`config.mk`:
```
export PLATFORM = sky130hd
export DESIGN_NAME = imem_loader
export DESIGN_NICKNAME = d
export VERILOG_FILES = /design/src/rtl/imem_loader.sv
export SDC_FILE = /design/constraint.sdc
export NUM_CORES = 1
export LEC_CHECK = 0
export CORE_UTILIZATION = 45
export CTS_CLUSTER_DIAMETER = 200
export CTS_CLUSTER_SIZE = 14
export DETAILED_ROUTE_END_ITERATION = 7
export GPL_TIMING_DRIVEN = 0
export PLACE_DENSITY_LB_ADDON = 0.08
export REMOVE_ABC_BUFFERS = 1
export SLEW_MARGIN = 20
export SYNTH_ARGS = -nofsm -noshare
export SYNTH_HDL_FRONTEND = slang
export SYNTH_SLANG_ARGS = --single-unit
```
`constraint.sdc`:
```
create_clock -name clk -period 3.85 [get_ports clk]
set_input_delay 0.9625 -clock clk [delete_from_list [all_inputs] [get_ports clk]]
set_output_delay 0.9625 -clock clk [all_outputs]
set_load 0.005 [all_outputs]
```
`src/rtl/imem_loader.sv`:
```
// Instruction-memory loader: takes a framed byte stream (sync, 16-bit word count,
// little-endian data words, 8-bit checksum) and writes it into sequential word addresses.
module imem_loader #(
    parameter int          ADDR_W    = 10,
    parameter logic [7:0]  SYNC_BYTE = 8'hA5
) (
    input  logic              clk,
    input  logic              rst,
    input  logic              start,
    input  logic              in_valid,
    input  logic [7:0]        in_data,
    output logic              in_ready,
    output logic              imem_we,
    output logic [ADDR_W-1:0] imem_addr,
    output logic [31:0]       imem_wdata,
    output logic              core_hold,
    output logic              done,
    output logic              error
);

    // Word index must be able to reach the full capacity, which is one bit wider than the
    // word-address field itself.
    localparam int          WIDX_W    = ADDR_W - 1;
    localparam logic [16:0] MAX_WORDS = 17'(1) << (ADDR_W - 2);

    typedef enum logic [2:0] {
        IDLE, SYNC, LEN0, LEN1, DATA, CSUM, DONE, ERR
    } state_t;

    state_t            state, state_nxt;
    logic [7:0]        len_lo;
    logic [WIDX_W-1:0] len_words;
    logic [WIDX_W-1:0] word_idx;
    logic [1:0]        byte_cnt;
    logic [23:0]       word_buf;
    logic [7:0]        csum;

    logic              accept;
    logic              clear;
    logic              word_last;
    logic [15:0]       n_rx;

    assign accept    = in_valid && in_ready;
    assign n_rx      = {in_data, len_lo};
    assign word_last = (word_idx + WIDX_W'(1)) == len_words;
    assign clear     = start && (state == IDLE || state == DONE || state == ERR);

    always_ff @(posedge clk or posedge rst) begin
        if (rst) begin
            state <= IDLE;
        end else begin
            state <= state_nxt;
        end
    end

    always_comb begin
        state_nxt = state;
        in_ready  = 1'b0;
        core_hold = 1'b1;
        done      = 1'b0;
        error     = 1'b0;
        case (state)
            IDLE: begin
                core_hold = 1'b0;
                if (start) state_nxt = SYNC;
            end
            SYNC: begin
                in_ready = 1'b1;
                if (accept && in_data == SYNC_BYTE) state_nxt = LEN0;
            end
            LEN0: begin
                in_ready = 1'b1;
                if (accept) state_nxt = LEN1;
            end
            LEN1: begin
                in_ready = 1'b1;
                if (accept) begin
                    if (n_rx == 16'd0)
                        state_nxt = CSUM;
                    else if ({1'b0, n_rx} > MAX_WORDS)
                        state_nxt = ERR;
                    else
                        state_nxt = DATA;
                end
            end
            DATA: begin
                in_ready = 1'b1;
                if (accept && byte_cnt == 2'd3 && word_last) state_nxt = CSUM;
            end
            CSUM: begin
                in_ready = 1'b1;
                if (accept) state_nxt = (in_data == csum) ? DONE : ERR;
            end
            DONE: begin
                core_hold = 1'b0;
                done      = 1'b1;
                if (start) state_nxt = SYNC;
            end
            ERR: begin
                error = 1'b1;
                if (start) state_nxt = SYNC;
            end
            default: state_nxt = IDLE;
        endcase
    end

    // Byte packing and the write pulse; the write launches one cycle after the 4th byte
    // independently of state, so a write pending on entry to CSUM still completes.
    always_ff @(posedge clk or posedge rst) begin
        if (rst) begin
            imem_we    <= 1'b0;
            imem_addr  <= '0;
            imem_wdata <= '0;
            len_lo     <= '0;
            len_words  <= '0;
            word_idx   <= '0;
            byte_cnt   <= '0;
            word_buf   <= '0;
            csum       <= '0;
        end else begin
            imem_we <= 1'b0;
            if (clear) begin
                word_idx <= '0;
                byte_cnt <= '0;
                csum     <= '0;
            end
            if (state == LEN0 && accept) len_lo <= in_data;
            if (state == LEN1 && accept) len_words <= n_rx[WIDX_W-1:0];
            if (state == DATA && accept) begin
                csum     <= csum + in_data;
                byte_cnt <= byte_cnt + 2'd1;
                word_buf <= {in_data, word_buf[23:8]};
                if (byte_cnt == 2'd3) begin
                    imem_we    <= 1'b1;
                    imem_addr  <= {word_idx[ADDR_W-3:0], 2'b00};
                    imem_wdata <= {in_data, word_buf};
                    word_idx   <= word_idx + WIDX_W'(1);
                end
            end
        end
    end

endmodule

```
Yosys cells after proc, flatten, opt, wreduce, memory -nomap -nowiden

Index checks and enable logic that the tools add are counted.

Add/sub/neg operators: 3
Order comparisons: 1
Eq/ne operators: 17
Mux-type cells: 23
Reduce and logical (&&, ||, !) cells: 18

Operator list:

| operator              | number |
|---|---|
| $mux W9               | 3 |
| $mux W3               | 6 |
| $pmux W3 S6           | 1 |
| $gt A16 B9 Y1 const B | 1 |
| $logic_not A16 Y1     | 1 |
| $mux W8               | 2 |
| $eq A3 B3 Y1 const B  | 4 |
| $ne A2 B2 Y1 const B  | 5 |
| $add A9 B1 Y9 const B | 1 |
| $eq A9 B9 Y1          | 1 |
| $add A8 B8 Y8         | 1 |
| $eq A8 B8 Y1          | 1 |
| $eq A8 B8 Y1 const B  | 1 |
| $logic_and A1 B1 Y1   | 8 |
| $mux W2               | 4 |
| $mux W1               | 7 |
| $eq A3 B2 Y1 const B  | 2 |
| $reduce_and A6 Y1     | 1 |
| $reduce_or A5 Y1      | 1 |
| $eq A3 B1 Y1 const B  | 1 |
| $logic_not A3 Y1      | 1 |
| $reduce_or A3 Y1      | 1 |
| $add A2 B1 Y2 const B | 1 |
| $eq A2 B2 Y1 const B  | 1 |
| 5 further kinds       | 6 |

Bits in registers: 104
Input port bits: 12
Logic and storage cells: 72

Depth between registers and ports, before layout

Depth after elaboration: 8
Gate-level depth with buffers: 10
Gate-level depth less buffers: 8

Worst setup path before layout

No wires, ideal clock.

Path kind: in2reg
Start: in in_data[1]
End: reg state[1]
Setup time: 0.121 ns
Arrival time: 2.402 ns
Path slack: 1.327 ns
Stages on the path: 6
Path through: or4_1 > or4_1 > a21oi_1 > nor3_1 > a21o_1 > a22o_1

Word-level cells in the longest chain between the ends: 5
Elaborated cells on any way between the ends: 10
Those cells by class: 1 x order compare; 2 x eq/ne; 4 x mux; 3 x reduce/logical

RTL lines:

| element              | RTL line | source |
|---|---|---|
| start, declared      | 11       | `input logic [7:0] in_data,` |
| $gt A16 B9 Y1        | 80       | `else if ({1'b0, n_rx} > MAX_WORDS)` |
| $mux W2              | 80       |  |
| $mux W2              | 78       | `if (n_rx == 16'd0)` |
| $mux W3              | 77       | `if (accept) begin` |
| $pmux W3 S6          | 62       | `case (state)` |
| end signal, assigned | 52       | `state <= state_nxt;` |
| end, declared        | 30       | `state_t state, state_nxt;` |

Several ways; a longest one is shown, not always the timed one. The select of a mux whose other input is x is not followed.
A chain may end at the register's enable or synchronous reset.

Worst setup path after layout

Start: in in_valid
End: reg imem_addr[7]

Word-level cells in the longest chain between the ends: 3

RTL lines:

| element                     | RTL line | source |
|---|---|---|
| start, declared             | 10       | `input logic in_valid,` |
| $logic_and A1 B1 Y1         | 43       | `assign accept = in_valid && in_ready;` |
| $logic_and A1 B1 Y1         | 129      | `if (state == DATA && accept) begin` |
| $reduce_and A2 Y1 (no line) | n/a      |  |
| end signal, assigned        | 135      | `imem_addr <= {word_idx[ADDR_W-3:0], 2'b00};` |
| end, declared               | 14       | `output logic [ADDR_W-1:0] imem_addr,` |

Every way passes these cells.

==> run_results.csv <==
group,metric,value,unit
run,max-cap-violations,0,
sta,hold_viol,0,
place,portBuffers,56,
yosys,netlist_top_cells_area,"dfrtp_1 (56%), mux2_2 (14%), nand2_1 (7.6%)",
sta,tns,0,ns
power_and_ir_drop,swShare,0.3059,
route,final_antenna_net_count,0,
clock_tree,cts_tree,"built",
grt,antenna_found_initial,0,
route,num_vias,3095,
power_and_ir_drop,p_switching,0.9416,mW
route,wl_per_cell,14.68,um
power_and_ir_drop,internal_power,2.136,mW
grt,grt_pass1_wl,14810,um
final_layout,layoutNonFillerInstCount,597,
grt,grt_pass1_vias,3043,
yosys,synth_edf_count,0,
yosys,synth_top_area_cell,"dfrtp_1",
final_layout,synthToLayoutAreaGrowth,19.59,%
yosys,ys_top_cells_by_count,"dfrtp_1 (104), nand2_1 (93), mux2_2 (58)",
route,totalWireLength,8763,um
sta,fin_hold_ws,0.4736,ns
clock_tree,cts_buffers,9,
worst_setup_path,cp.arrival,3.73,ns
power_and_ir_drop,combPwrFrac,0.264,
clock_tree,ctsLongestPathBuffers,2,
final_layout,final_nets,481,
clock_tree,htree_levels,3,
grt,grt_util_all_layers,0.1812,
route,via_per_inst,5.184,
yosys,ys_async_sr_fraction,1.000,
yosys,avgSynthCellArea,11.39,um^2
sta,setup_violations,0,
yosys,ys_ff_latch,104,
clock_tree,path_clk_slew,0.10,ns
yosys,synth_cell_types,41,
floorplan,initial_utilization,0.4687,
grt,grt_max_degree,75,
worst_setup_path,start_kind,"primary input",
power_and_ir_drop,p_seq_frac,0.514,
floorplan,core_area,0.009864,mm^2
place,post-place-ws,-0.2407,ns
worst_setup_path,cp-end-kind,"register",
place,gp_congestion,0.8246,
grt,gr-total-overflow,0,
yosys,ys.flop_type,"dfrtp_1",
place,dpl.cell_count,581,
route,drc,0,
floorplan,die_area,0.01068,mm^2
clock_tree,holdBufCountCts,0,
worst_setup_path,critical_path.max_fanout,35,
worst_setup_path,crit_type,"primary input to register",
sta,slew_viol_final,0,
power_and_ir_drop,power,3.078,mW
clock_tree,clkLatencyLatePin,0.36,ns
sta,fin_ws,0.3666,ns
power_and_ir_drop,leakage,2.582,nW
sta,final.setup_skew,0.009283,ns
final_layout,design_area,0.005529,mm^2
worst_setup_path,critical_path_required,4.10,ns
worst_hold_path,hold_class,"register to register",
final_layout,antennaDiodeCount,0,
status,status,"complete, no violations",
sta,slew_headroom,0.3578,
yosys,synth_area,0.004623,mm^2
floorplan,die_height,103.4,um
yosys,synth-warning-count,0,
power_and_ir_drop,power.clock.fraction,0.222,
sta,rsz0062_at_grt,"false",
clock_tree,cts-resized-gates,0,
route,first_pass_iters,4,
floorplan,pin_count,59,
floorplan,row_count,36,
clock_tree,cts.root.buffer_cell,"clkbuf_8",
yosys,yosysTopAreaCellShare,0.5629,
clock_tree,clock-sinks,104,
final_layout,final_util,0.5605,
yosys,yosysMostFrequentCell,"dfrtp_1",
floorplan,dieWidth,103.4,um
power_and_ir_drop,vdd_ir_drop_max,0.2836,mV
sta,final.min_clock_period,3.483,ns
sta,worstMarginPinSlew,0.9633,ns
final_layout,drive_gt1_frac,0.1789,
sta,clock.fmax,0.2871,GHz
route,drt-initial-drc-count,123,
sta,fin_crit_sh,0.9048,
place,placed_cell_area,0.005329,mm^2
yosys,syn_inst,406,
place,dp_hpwl,5888,um
yosys,seq_area_frac_synth,0.5629,
power_and_ir_drop,powerDensity,556.6,mW/mm^2
clock_tree,postCtsSetupBuffers,0,
==> cells in the final DEF (no fill, tap or decap), drive strengths merged, types with 2 or more instances in the layout <==
cell / count
buf: 3
o21ai: 14
clkbuf: 10
o31ai: 2
ha: 9
a21oi: 9
nor4: 3
conb: 2
or4: 3
clkinv: 3
a21o: 3
nor3: 6
dfrtp: 104
o211ai: 2
xor2: 7
nand4: 5
or3: 2
clkdlybuf4s50: 56
xnor2: 15
and2: 2
inv: 8
nand2: 94
mux2: 58
nor2: 15
a22o: 9
o41ai: 2
nand3: 5
==> registers in the layout, summed over array words and instances (netlist names) <==
signal	flops
byte_cnt	2
imem_wdata	32
word_buf	24
state	3
len_lo	8
csum	8
imem_addr	8
len_words	9
word_idx	9
imem_we	1
==> area by class of cell <==
cell class	count	area, um^2
inverters	7	31.28
clock inverters	6	68.82
well taps	133	166.4
multi-input cells	278	1904
clock buffers	10	127.6
repair buffers	59	628.1
flip-flops and latches	104	2603
fillers	846	4335
==> worst max-delay path: stages <==
cell and delay (ns):
clkdlybuf4s50_1 0.64, and2_2 0.33, buf_12 0.22, nand2_2 0.44, inv_2 0.46, buf_12 0.25
mux2_2 0.35
==> power groups by stage <==
stage	clock (mW)	sequential, mW	combinational [mW]
floorplan	0	1.54	0.625
CTS	0.706	1.58	0.818
finish	0.683	1.58	0.812
detailed placement	0	1.61	0.814
global route	0.748	1.63	0.900
global placement	0	1.60	0.782
==> logic make-up (layout without fill, tap and decap cells) <==
logic type | Yosys count | after routing | synth area share
AOI/OAI and AO/OA | 46 | 46 | 0.06523
xor gates and xnor gates | 22 | 22 | 0.04168
adders and majority gates | 10 | 10 | 0.02869
buffers and inverters | 25 | 82 | 0.02706
DFF | 104 | 104 | 0.5629
muxes | 59 | 59 | 0.1434
other | 1 | 2 | 0.0008111
and+or+nand+nor | 139 | 139 | 0.1302
==> path summary, 6_finish.rpt <==
| path | start | to | slack, ns | cells past startpoint |
|---|---|---|---|---|
| max | in_valid | imem_addr[7] | 0.37 | 7 |
| min | word_buf[1] | imem_wdata[1] | 0.47 | 2 |
| max reg2reg | state[2] | imem_addr[7] | 0.76 | 7 |
| min reg2reg | word_buf[1] | imem_wdata[1] | 0.47 | 2 |
| max in group asynchronous | rst | word_buf[17] | 2.27 | 3 |
| min in group asynchronous | rst | imem_we | 0.93 | 2 |
==> per-layer routing <==
layer | vias up | global-route usage | part of all wire
met3 | 13 | 0.02823 | 0.024
met1 | 1540 | 0.2342 | 0.48
met4 | 0 | 0.08234 | 0.017
met2 | 47 | 0.3011 | 0.48
met5 | - | 0 | 0
li1 | 1495 | - | -
No activity file was read; power rests on OpenSTA's default activity.
